===== src/rtl/uart_arb_pkg.sv =====
// Shared definitions for the UART TX arbiter: FSM encoding, settle length and
// one-hot to binary conversion.
package uart_arb_pkg;

  localparam int SETTLE_CYCLES = 2;

  typedef enum logic [1:0] {
    ST_IDLE   = 2'd0,
    ST_GRANT  = 2'd1,
    ST_SETTLE = 2'd2
  } arb_state_t;

  function automatic logic [2:0] onehot_to_bin(input logic [7:0] oh);
    logic [2:0] b;
    b = '0;
    for (int unsigned i = 0; i < 8; i++) begin
      if (oh[3'(i)]) b = b | 3'(i);
    end
    return b;
  endfunction

endpackage


===== src/rtl/uart_tx_arbiter_if.sv =====
// Requester and TX-FIFO side signals of the UART TX arbiter, bundled for
// connection between the arbiter (slave) and its environment (master).
interface uart_tx_arbiter_if #(
  parameter int NUM_REQ = 4
);
  logic [NUM_REQ-1:0]   req_valid_i;
  logic [8*NUM_REQ-1:0] req_data_i;
  logic [NUM_REQ-1:0]   req_last_i;
  logic [NUM_REQ-1:0]   req_ready_o;
  logic                 tx_full_i;
  logic                 tx_wr_o;
  logic [7:0]           tx_wdata_o;
  logic [NUM_REQ-1:0]   grant_o;
  logic [2:0]           grant_id_o;
  logic                 busy_o;

  modport master (
    output req_valid_i, req_data_i, req_last_i, tx_full_i,
    input  req_ready_o, tx_wr_o, tx_wdata_o, grant_o, grant_id_o, busy_o
  );

  modport slave (
    input  req_valid_i, req_data_i, req_last_i, tx_full_i,
    output req_ready_o, tx_wr_o, tx_wdata_o, grant_o, grant_id_o, busy_o
  );
endinterface


===== src/rtl/uart_rr_pick.sv =====
// Combinational round-robin selector: first valid requester at or after the
// pointer, wrapping, as one-hot and binary index.
module uart_rr_pick
  import uart_arb_pkg::*;
#(
  parameter int NUM_REQ = 4,
  parameter int IW      = 2
) (
  input  logic [NUM_REQ-1:0] valid_i,
  input  logic [IW-1:0]      ptr_i,
  output logic [NUM_REQ-1:0] onehot_o,
  output logic [IW-1:0]      idx_o
);

  logic        found;
  int unsigned k;

  always_comb begin
    onehot_o = '0;
    found    = 1'b0;
    k        = 0;
    for (int unsigned i = 0; i < NUM_REQ; i++) begin
      k = (32'(ptr_i) + i) % 32'(NUM_REQ);
      if (!found && valid_i[IW'(k)]) begin
        onehot_o[IW'(k)] = 1'b1;
        found            = 1'b1;
      end
    end
  end

  assign idx_o = IW'(onehot_to_bin(8'(onehot_o)));

endmodule


===== src/rtl/uart_tx_arbiter.sv =====
// Packet-granular round-robin arbiter sharing one UART TX FIFO write port
// among NUM_REQ byte-stream requesters.
module uart_tx_arbiter
  import uart_arb_pkg::*;
#(
  parameter int NUM_REQ      = 4,
  parameter int MAX_BURST    = 64,
  parameter int IDLE_TIMEOUT = 1024
) (
  input logic               clk_i,
  input logic               rst_i,
  uart_tx_arbiter_if.slave  bus
);

  localparam int IW = (NUM_REQ > 1) ? $clog2(NUM_REQ) : 1;
  localparam int BW = (MAX_BURST > 0) ? $clog2(MAX_BURST + 1) : 1;
  localparam int TW = (IDLE_TIMEOUT > 1) ? $clog2(IDLE_TIMEOUT) : 1;
  localparam int SW = (SETTLE_CYCLES > 1) ? $clog2(SETTLE_CYCLES) : 1;

  arb_state_t          state_q;
  logic [NUM_REQ-1:0]  grant_q;
  logic [IW-1:0]       owner_q;
  logic [IW-1:0]       rr_ptr_q;
  logic [BW-1:0]       burst_q;
  logic [TW-1:0]       idle_q;
  logic [SW-1:0]       settle_q;
  logic                release_q;
  logic                tx_wr_q;
  logic [7:0]          tx_wdata_q;

  logic [NUM_REQ-1:0]  pick_oh;
  logic [IW-1:0]       pick_idx;
  logic [7:0]          req_byte [NUM_REQ];
  logic                own_valid, own_last, xfer;
  logic [BW-1:0]       burst_nxt;
  logic                burst_hit, timeout_hit;
  logic [IW-1:0]       ptr_nxt;

  uart_rr_pick #(
    .NUM_REQ (NUM_REQ),
    .IW      (IW)
  ) u_pick (
    .valid_i  (bus.req_valid_i),
    .ptr_i    (rr_ptr_q),
    .onehot_o (pick_oh),
    .idx_o    (pick_idx)
  );

  for (genvar g = 0; g < NUM_REQ; g++) begin : g_bytes
    assign req_byte[g] = bus.req_data_i[8*g +: 8];
  end

  assign own_valid   = bus.req_valid_i[owner_q];
  assign own_last    = bus.req_last_i[owner_q];
  assign xfer        = (state_q == ST_GRANT) && own_valid && !bus.tx_full_i;
  assign burst_nxt   = (&burst_q) ? burst_q : burst_q + 1'b1;
  assign burst_hit   = (MAX_BURST != 0) && (burst_nxt >= BW'(MAX_BURST));
  assign timeout_hit = (IDLE_TIMEOUT != 0) && (idle_q == TW'(IDLE_TIMEOUT - 1));
  assign ptr_nxt     = (owner_q == IW'(NUM_REQ - 1)) ? '0 : owner_q + 1'b1;

  // Ready depends only on state, grant and FIFO status so requesters never
  // see a combinational loop through their own valid.
  always_comb begin
    bus.req_ready_o = '0;
    if (state_q == ST_GRANT && !bus.tx_full_i) bus.req_ready_o = grant_q;
  end

  always_ff @(posedge clk_i) begin
    if (rst_i) begin
      state_q    <= ST_IDLE;
      grant_q    <= '0;
      owner_q    <= '0;
      rr_ptr_q   <= '0;
      burst_q    <= '0;
      idle_q     <= '0;
      settle_q   <= '0;
      release_q  <= 1'b0;
      tx_wr_q    <= 1'b0;
      tx_wdata_q <= '0;
    end else begin
      tx_wr_q <= 1'b0;
      unique case (state_q)
        ST_IDLE: begin
          if (|bus.req_valid_i) begin
            grant_q <= pick_oh;
            owner_q <= pick_idx;
            burst_q <= '0;
            idle_q  <= '0;
            state_q <= ST_GRANT;
          end
        end
        ST_GRANT: begin
          if (xfer) begin
            tx_wr_q    <= 1'b1;
            tx_wdata_q <= req_byte[owner_q];
            burst_q    <= burst_nxt;
            idle_q     <= '0;
            release_q  <= own_last || burst_hit;
            settle_q   <= '0;
            state_q    <= ST_SETTLE;
          end else if (!own_valid) begin
            if (timeout_hit) begin
              grant_q  <= '0;
              rr_ptr_q <= ptr_nxt;
              state_q  <= ST_IDLE;
            end else begin
              idle_q <= idle_q + 1'b1;
            end
          end
        end
        ST_SETTLE: begin
          if (settle_q == SW'(SETTLE_CYCLES - 1)) begin
            if (release_q) begin
              grant_q  <= '0;
              rr_ptr_q <= ptr_nxt;
              state_q  <= ST_IDLE;
            end else begin
              state_q <= ST_GRANT;
            end
          end else begin
            settle_q <= settle_q + 1'b1;
          end
        end
        default: state_q <= ST_IDLE;
      endcase
    end
  end

  assign bus.tx_wr_o    = tx_wr_q;
  assign bus.tx_wdata_o = tx_wdata_q;
  assign bus.grant_o    = grant_q;
  assign bus.grant_id_o = 3'(owner_q);
  assign bus.busy_o     = (state_q != ST_IDLE);

endmodule


===== src/flat_wrapper.sv =====
// flat-port wrapper written by rule: the top's interface ports become plain ports
module uart_tx_arbiter_flat import uart_arb_pkg::*;
#(
  parameter int NUM_REQ      = 4,
  parameter int MAX_BURST    = 64,
  parameter int IDLE_TIMEOUT = 1024
)
  (clk_i, rst_i, bus_req_valid_i, bus_req_data_i, bus_req_last_i, bus_tx_full_i, bus_req_ready_o, bus_tx_wr_o, bus_tx_wdata_o, bus_grant_o, bus_grant_id_o, bus_busy_o);
  uart_tx_arbiter_if #(.NUM_REQ(NUM_REQ)) bus_i ();
  input logic clk_i;
  input logic rst_i;
  input wire logic [$bits(bus_i.req_valid_i)-1:0] bus_req_valid_i;
  input wire logic [$bits(bus_i.req_data_i)-1:0] bus_req_data_i;
  input wire logic [$bits(bus_i.req_last_i)-1:0] bus_req_last_i;
  input wire logic [$bits(bus_i.tx_full_i)-1:0] bus_tx_full_i;
  output wire logic [$bits(bus_i.req_ready_o)-1:0] bus_req_ready_o;
  output wire logic [$bits(bus_i.tx_wr_o)-1:0] bus_tx_wr_o;
  output wire logic [$bits(bus_i.tx_wdata_o)-1:0] bus_tx_wdata_o;
  output wire logic [$bits(bus_i.grant_o)-1:0] bus_grant_o;
  output wire logic [$bits(bus_i.grant_id_o)-1:0] bus_grant_id_o;
  output wire logic [$bits(bus_i.busy_o)-1:0] bus_busy_o;
  assign bus_i.req_valid_i = bus_req_valid_i;
  assign bus_i.req_data_i = bus_req_data_i;
  assign bus_i.req_last_i = bus_req_last_i;
  assign bus_i.tx_full_i = bus_tx_full_i;
  assign bus_req_ready_o = bus_i.req_ready_o;
  assign bus_tx_wr_o = bus_i.tx_wr_o;
  assign bus_tx_wdata_o = bus_i.tx_wdata_o;
  assign bus_grant_o = bus_i.grant_o;
  assign bus_grant_id_o = bus_i.grant_id_o;
  assign bus_busy_o = bus_i.busy_o;
  uart_tx_arbiter #(.NUM_REQ(NUM_REQ), .MAX_BURST(MAX_BURST), .IDLE_TIMEOUT(IDLE_TIMEOUT)) u_core (.clk_i(clk_i), .rst_i(rst_i), .bus(bus_i));
endmodule

===== config.mk =====
export PLATFORM = sky130hd
export DESIGN_NAME = uart_tx_arbiter_flat
export DESIGN_NICKNAME = d
export VERILOG_FILES = /design/src/rtl/uart_arb_pkg.sv /design/src/rtl/uart_tx_arbiter_if.sv /design/src/rtl/uart_rr_pick.sv /design/src/rtl/uart_tx_arbiter.sv /design/src/flat_wrapper.sv
export SDC_FILE = /design/constraint.sdc
export NUM_CORES = 1
export LEC_CHECK = 0
export CORE_ASPECT_RATIO = 1.5
export CORE_MARGIN = 1.5
export CORE_UTILIZATION = 49
export DETAILED_ROUTE_END_ITERATION = 10
export PLACE_DENSITY = 0.81
export SLEW_MARGIN = 25
export SYNTH_ARGS = -nofsm -noshare
export SYNTH_HDL_FRONTEND = slang
export SYNTH_SLANG_ARGS = --single-unit

===== constraint.sdc =====
create_clock -name clk_i -period 3.3 [get_ports clk_i]
set_input_delay 0.33 -clock clk_i [delete_from_list [all_inputs] [get_ports clk_i]]
set_output_delay 0.33 -clock clk_i [all_outputs]
set_load 0.02 [all_outputs]

After elaboration in Yosys (flattened, before gate mapping)
Cells that the tools add are included.

Flip-flop bits (word level): 38. Input bits: 43. Output and inout bits: 21.

$add $sub $neg: 7. Order comparisons: 11. Equal/unequal tests: 14. Mux-type cells: 68. Bitwise logic cells: 5. Reductions and logical operators: 31.

Operators by type and width (number): 2-to-1 mux 4 bit (11); 2-to-1 mux 10 bit (4); 2-to-1 mux 2 bit (13); 2-to-1 mux 7 bit (3); case mux 10 bit (2 select lines) (1); 2-to-1 mux 1 bit (18); binary-select mux 8 bit (select 2 bit) (1); 2-to-1 mux 8 bit (2); less-than comparator 2 x 3 -> 1 bit, second input constant (5); case mux 7 bit (2 select lines) (1); AND reduction 7 bit (2); binary-select mux 1 bit (select 2 bit) (6); OR 4 bit (3); case mux 4 bit (3 select lines) (1); adder 10 x 1 -> 10 bit, second input constant (1); == test 10 bit, second input constant (1); logical AND 1 bit (10); != test 2 x 1 -> 1 bit, second input constant (5); demux 1 bit (select 2 bit) (4); greater-or-equal comparator 2 x 1 -> 1 bit, second input constant (4); AND reduction 4 bit (2); adder 7 x 1 -> 7 bit, second input constant (1); greater-or-equal comparator 7 bit, second input constant (1); case mux 2 bit (3 select lines) (1); other kinds (24) (35).

Longest topological paths before layout
Gate-level depths: netlist (run 1).

Word-level depth: 15. Gate-level depth with buffers: 8. Gate-level depth less buffers: 7.

Hierarchy
A second synthesis (run 1) with hierarchy kept.

Cells, all modules: 287. Area, all modules: 2555.0 um2.

Modules (own cells, without submodules): uart_tx_arbiter (times used 1, cells an instance 252, area each 2232.1 um2, sequential area each 760.7 um2); uart_rr_pick (times used 1, cells an instance 35, area each 322.8 um2, sequential area each 0.0 um2).

Worst setup path before layout (run 1)
OpenSTA, ideal clock, no wires.

Path kind: reg-to-reg. Start: reg u_core.rr_ptr_q[0]. End: reg u_core.owner_q[0]. Library setup time: 0.091 ns. Arrival time: 2.427 ns. Path slack: 0.782 ns. Cell stages (with the launch flop): 8. Path buffers: 1. Cells stage by stage: dfxtp_1 > clkbuf_1 > inv_1 > ha_1 > mux4_2 > a211oi_1 > a221oi_1 > a311oi_1.

Cells in the longest elaborated chain, start to end: 15.

RTL lines: start: declaration (line uart_tx_arbiter.sv:23) `logic [IW-1:0] rr_ptr_q;`; start signal: assignment (line uart_tx_arbiter.sv:104) `rr_ptr_q <= ptr_nxt;`; start signal: assignment (line uart_tx_arbiter.sv:115) `rr_ptr_q <= ptr_nxt;`; branches (longest 11 deep; another with less-than comparator 2 x 3 -> 1 bit); 2-to-1 mux 4 bit * (line uart_rr_pick.sv:24) `if (!found && valid_i[IW'(k)]) begin`; 2-to-1 mux 1 bit (line uart_arb_pkg.sv:17) `if (oh[3'(i)]) b = b | 3'(i);`; 2-to-1 mux 2 bit (line uart_arb_pkg.sv:17); 2-to-1 mux 2 bit * (line uart_arb_pkg.sv:17); end signal: assignment (line uart_tx_arbiter.sv:86) `owner_q <= pick_idx;`; end: declaration (line uart_tx_arbiter.sv:22) `logic [IW-1:0] owner_q;`.

Every way passes the cells marked *. The select of a mux whose other input is x is not followed. A chain may end at the register's enable or synchronous reset.

Final worst setup path (run 1)
Start: reg u_core.rr_ptr_q[1]. End: reg u_core.owner_q[1].

Cells in the longest elaborated chain, start to end: 14.

RTL lines (line): branches (longest 11 deep; another with less-than comparator 2 x 3 -> 1 bit); 2-to-1 mux 4 bit * (uart_rr_pick.sv:24); 2-to-1 mux 2 bit (uart_arb_pkg.sv:17); 2-to-1 mux 2 bit * (uart_arb_pkg.sv:17).

Marked as above.

==> results.tsv, run 1 <==
metric	value	unit
Clk Latency, worst-skew pair	0.30	ns
Via Count	2341	
post-CTS setup repair buffer count	0	
share of cells above drive strength 1	0.0861	
Hold Startpoint	u_core.bus.tx_wdata_o[5]	
worst reg2reg startpoint	u_core.rr_ptr_q[1]	
Setup crit start	u_core.rr_ptr_q[1]	
htree depth	2	
Leak Pwr	0.00112	uW
crit path time final	2.65	ns
Routed Antenna Nets	0	
Layout area overhead	34.5	%
I/O Buffers	62	
leading area contributor after synthesis	dfxtp_1	
DRC	0	
critical path class	reg2reg	
fill count	381	
busiest grt layer	met2	
sw power	781	uW
CP Max Fanout	9	
most common cell in the netlist	dfxtp_1	
Post-Synth Adder-Cell Area	0.0684	
hold crit path type	reg2reg	
gpl congestion	0.889	
Inserted Diodes	0	
area of the mapped netlist	2380	um2
via density per instance	5.84	
Yosys reg bits	38	
most common library cells after synthesis	dfxtp_1 (38), nand2_1 (36), a21oi_1 (24)	
row cnt	30	
slowest CP cell	mux4_2	
vias in the first global route	2227	
1st-iter DRT viols	137	
Post-Synth XOR/XNOR Area	0.0111	
Main synth FF type	dfxtp_1	
Mapped Nets	330	
post-CTS sizing	0	
Sw Ratio	0.378	
drt first pass iters	4	
GR Util met1	0.268	
DIE HEIGHT	88.3	um
Worst Path Required	3.51	ns
Crit path arrival time	2.86	ns
delay of the slowest critical-path stage	0.56	ns
final net count	392	
complex-gate fraction of the synthesized area	0.189	
async set-reset flop share out of synthesis	0	
Peak supply drop	0.450	mV
Final Hold Vio Count	0	
Final Slew Violations	0	
top post-synthesis cells by area	dfxtp_1 (32%), mux4_2 (11%), ha_1 (6.8%)	
Die X	59.9	um
maxcap violations	0	
first-pass GRT wire length	9.71	mm
final number of setup-violating endpoints	0	
initial antenna violation count	0	
Slew headroom	0.526	
Hold-fix buffers, CTS	0	
Worst-path clk slew	0.08	ns
post-route design area	3200	um2
multiplexer share of the synthesized area	0.126	
Max clock buf depth	2	
Seq/Total Area, Yosys	0.320	
Gate power share	0.483	
Area after DPL	3060	um2
outcome	finished clean	
synthesized area per cell	8.68	um2
Core ar.	4580	um2
clk_skew	0.00703	ns
IO Count	64	
hold_ws	0.456	ns
Routed WL per cell	14.5	um
Starting Density	0.519	
RSZ-0062 raised after global routing	no	
Synth top area share	0.320	
power per cell area	646	nW/um2
Post-Route WL	5.81	mm
CTS tree	done	
Yosys warnings	0	
internal power	1280	uW
gr usage total	0.235	
Global Route met3 Usage	0.0541	
total CTS buffers	5	
Post-Synth Simple-Gate Area	0.236	
clock sinks	38	
FMAX	378	MHz
setup_tns	0	ns
Slew @ Worst Pin	0.711	ns
clk root buf	clkbuf_8	
delay-heaviest family, CP	compound AO/OA/AOI/OAI gates	
DP HPWL	4.50	mm
Synth cell types	48	
CP bufs+invs	1	
total grt overflow	0	
Worst Setup End Kind	flip-flop	
Post-synth EDFFs	0	
power share of the clock group	0.233	
met2 usage	0.417	
critical-path cell list	inv_1 -> ha_1 -> mux4_2 -> a211oi_1 -> a221oi_1 -> a311oi_1	
CP Launch Type	flip-flop	
fin crit share	0.802	
Die Area	5290	um2
post-synthesis cell count	274	
largest net degree at the start of global routing	30	
main combinational cell family by area after synthesis	simple AND/OR/NAND/NOR gates	
sequential share of power	0.284	
[metrics by stage]
step / worst slack, ns / util / total power [uW] / cells
2_1_floorplan: 0.782 / - / 1290 / 274
3_3_place_gp: 0.591 / 0.668 / 1570 / 393
3_5_place_dp: 0.495 / 0.668 / 1590 / 393
4_1_cts: 0.702 / 0.698 / 2070 / 401
5_1_grt: 0.372 / 0.698 / 2210 / 401
6_report: 0.653 / 0.698 / 2070 / 401
[worst min-delay path, stage by stage (launching register included)]
cell     delay (ns)
dfxtp_1        0.31
nand2_1        0.05
a21oi_1        0.05
[cells by family after synthesis]
group,Yosys count
simple gates,110
buf+inv,27
mux,15
fa+ha+maj,13
compound gates,67
xor+xnor,3
other cells,1
flops,38
[layer usage]
layer | vias up | share of wire
li1 | 1151 | -
met1 | 1133 | 0.40
met2 | 49 | 0.55
met3 | 8 | 0.033
met4 | 0 | 0.016
met5 | - | 0
[final cells by class]
| type | count | area (um2) | share of cell area |
|---|---|---|---|
| Multi-Input combinational cell | 209 | 1500 | 0.470 |
| Inverter | 15 | 56.3 | 0.0176 |
| Tap cell | 64 | 80.1 | 0.0250 |
| Timing Repair Buffer | 67 | 658 | 0.206 |
| Clock buffer | 5 | 68.8 | 0.0215 |
| Clock inverter | 3 | 68.8 | 0.0215 |
| Sequential cell | 38 | 761 | 0.238 |
[flip-flops by register name, indices dropped and copies added, names as in the netlist, 2 cells and up]
register and cells:
u_core.bus.grant_o 4, u_core.rr_ptr_q 2, u_core.burst_q 7, u_core.idle_q 10, u_core.state_q 2, u_core.owner_q 2
u_core.bus.tx_wdata_o 8
[power by group through the flow]
stage,sequential (uW),clock (uW),combinational [uW]
2_1_floorplan,644,0,642
3_3_place_gp,595,0,973
3_5_place_dp,597,0,996
4_1_cts,587,482,1000
5_1_grt,601,506,1100
6_report,587,481,998
[placed cells by master (no fill, tap or decap), types with 4 or more instances in the layout]
cell type,n
or3_1,5
a21oi_1,24
buf_4,5
ha_1,13
or4_1,5
inv_1,14
nand2_1,36
nand3_1,6
nor3_1,9
nand4_1,8
clkbuf_8,5
o21ai_0,8
a211oi_1,4
a221oi_1,4
mux4_2,12
clkdlybuf4s50_1,62
o32ai_1,4
nor2_1,20
dfxtp_1,38
[path summary, 6_finish.rpt]
check	endpoint	slack [ns]	depth (start not counted)
max	u_core.owner_q[1]	0.65	6
min	u_core.bus.tx_wdata_o[5]	0.46	2
max reg2reg	u_core.owner_q[1]	0.65	6
min reg2reg	u_core.bus.tx_wdata_o[5]	0.46	2
No activity file was read; power rests on OpenSTA's default activity.
==> run 2: changes to the inputs <==
--- a/config.mk
+++ b/config.mk
@@ -7,9 +7,9 @@
 export LEC_CHECK = 0
 export CORE_ASPECT_RATIO = 1.5
 export CORE_MARGIN = 1.5
-export CORE_UTILIZATION = 49
+export CORE_UTILIZATION = 44
 export DETAILED_ROUTE_END_ITERATION = 10
-export PLACE_DENSITY = 0.81
+export PLACE_DENSITY = 0.77
 export SLEW_MARGIN = 25
 export SYNTH_ARGS = -nofsm -noshare
 export SYNTH_HDL_FRONTEND = slang
==> constraint.sdc (replaced) <==
create_clock -name clk_i -period 2.4 [get_ports clk_i]
set_input_delay 0.24 -clock clk_i [delete_from_list [all_inputs] [get_ports clk_i]]
set_output_delay 0.24 -clock clk_i [all_outputs]
set_load 0.02 [all_outputs]
==> results.tsv, run 2 (synthesis gave the netlist of run 1 again) <==
metric	value	unit
Clk Latency, worst-skew pair	0.29	ns
crit path time final	2.31	ns
clk_skew	0.00805	ns
power per cell area	835	nW/um2
Routed WL per cell	14.2	um
Area after DPL	3190	um2
Max clock buf depth	2	
outcome	finished clean	
Design Power	2750	uW
Worst-path clk slew	0.07	ns
drt first pass iters	4	
final net count	407	
largest net degree at the start of global routing	29	
IO Count	64	
slowest CP cell	mux4_2	
clock sinks	38	
total CTS buffers	5	
CTS tree	done	
initial antenna violation count	0	
RSZ-0062 raised after global routing	no	
share of cells above drive strength 1	0.140	
gr usage total	0.210	
delay of the slowest critical-path stage	0.52	ns
setup_tns	0	ns
final number of setup-violating endpoints	0	
Die Area	5860	um2
via density per instance	5.77	
Leak Pwr	0.00118	uW
DP HPWL	4.67	mm
htree depth	2	
Post-Route WL	5.96	mm
vias in the first global route	2313	
critical path class	reg2reg	
row cnt	32	
FMAX	433	MHz
Layout area overhead	38.8	%
DIE HEIGHT	93.0	um
fill count	444	
post-route design area	3300	um2
Worst Path Required	2.56	ns
Core ar.	5160	um2
Final Hold Vio Count	0	
Reg with most FFs	u_core.idle_q	
I/O Buffers	62	
Hold-fix buffers, CTS	0	
first-pass GRT wire length	10.0	mm
CP Launch Type	flip-flop	
DRC	0	
critical-path cell list	inv_1 -> ha_2 -> mux4_2 -> nor2b_1 -> a22o_1 -> a221oi_1 -> a311oi_1	
delay-heaviest family, CP	compound AO/OA/AOI/OAI gates	
total grt overflow	0	
Via Count	2418	
Die X	63.0	um
gpl congestion	0.863	
maxcap violations	0	
most frequent cells in the layout	clkdlybuf4s50_1 (62), dfxtp_1 (38), nand2_1 (36)	
fin crit share	0.963	
Routed Antenna Nets	0	
Peak supply drop	0.617	mV
CP bufs+invs	1	
CP Max Fanout	5	
setup ws final	0.0888	ns
Final Slew Violations	0	
Crit path arrival time	2.47	ns
hold crit path type	reg2reg	
Starting Density	0.460	
most common cell after layout, fill and taps aside	clkdlybuf4s50_1	
Worst Setup End Kind	flip-flop	
Inserted Diodes	0	
clk root buf	clkbuf_8	
pre-CTS WS	0.0203	ns
max reg flops	10	
1st-iter DRT viols	174	
## run 2: cell types whose count changed in the layout (fill, tap and decap cells not counted), sizes merged
| cell | change |
|---|---|
| buf | +15 |
| bufinv | -2 |
| clkinv | +1 |
## run 2: what timing repair did
item                       4_1_cts  5_1_grt
setup buffers                    0        0
resized for setup                1        5
setup endpoints to repair        4        8
## run 2: metrics by stage
step	std cells	hold WS (ns)	utilization
floorplan	274	0.437	-
global placement	412	0.442	0.618
detailed placement	412	0.447	0.618
CTS	419	0.455	0.634
global route	419	0.477	0.639
finish	419	0.454	0.639
## run 2: worst paths after layout
path	from	slack [ns]	cells past startpoint	endpoint
min	u_core.bus.tx_wdata_o[4]	0.45	2	u_core.bus.tx_wdata_o[4]
max	u_core.rr_ptr_q[0]	0.09	7	u_core.owner_q[1]
max reg2reg	u_core.rr_ptr_q[0]	0.09	7	u_core.owner_q[1]
min reg2reg	u_core.bus.tx_wdata_o[4]	0.45	2	u_core.bus.tx_wdata_o[4]
## run 2: where the power goes
group | total [uW] | internal (uW) | switching, uW
clock | 422 | 195 | 227
combinational | 1530 | 731 | 801
sequential | 800 | 731 | 69.0
total | 2750 | 1660 | 1100
## run 2: tightest hold or removal path, stage by stage (launching register included)
cell	delay, ns
dfxtp_1	0.31
nand2_1	0.05
a21oi_1	0.05
## run 2: final cells by class
class	instances	area, um2	area share
flip-flops and latches	38	761	0.231
multi-input cells	209	1530	0.465
clock buffers	5	68.8	0.0209
repair buffers	82	783	0.237
clock inverters	2	10.0	0.00303
inverters	15	57.6	0.0174
well taps	68	85.1	0.0258
## run 2: routing by layer
| metal | vias up | wire (um) | global-route usage |
|---|---|---|---|
| met2 | 61 | 3400 | 0.414 |
| li1 | 1181 | - | - |
| met3 | 10 | 237 | 0.0421 |
| met4 | 0 | 112 | 0.0722 |
| met5 | - | 0 | 0 |
| met1 | 1166 | 2210 | 0.216 |
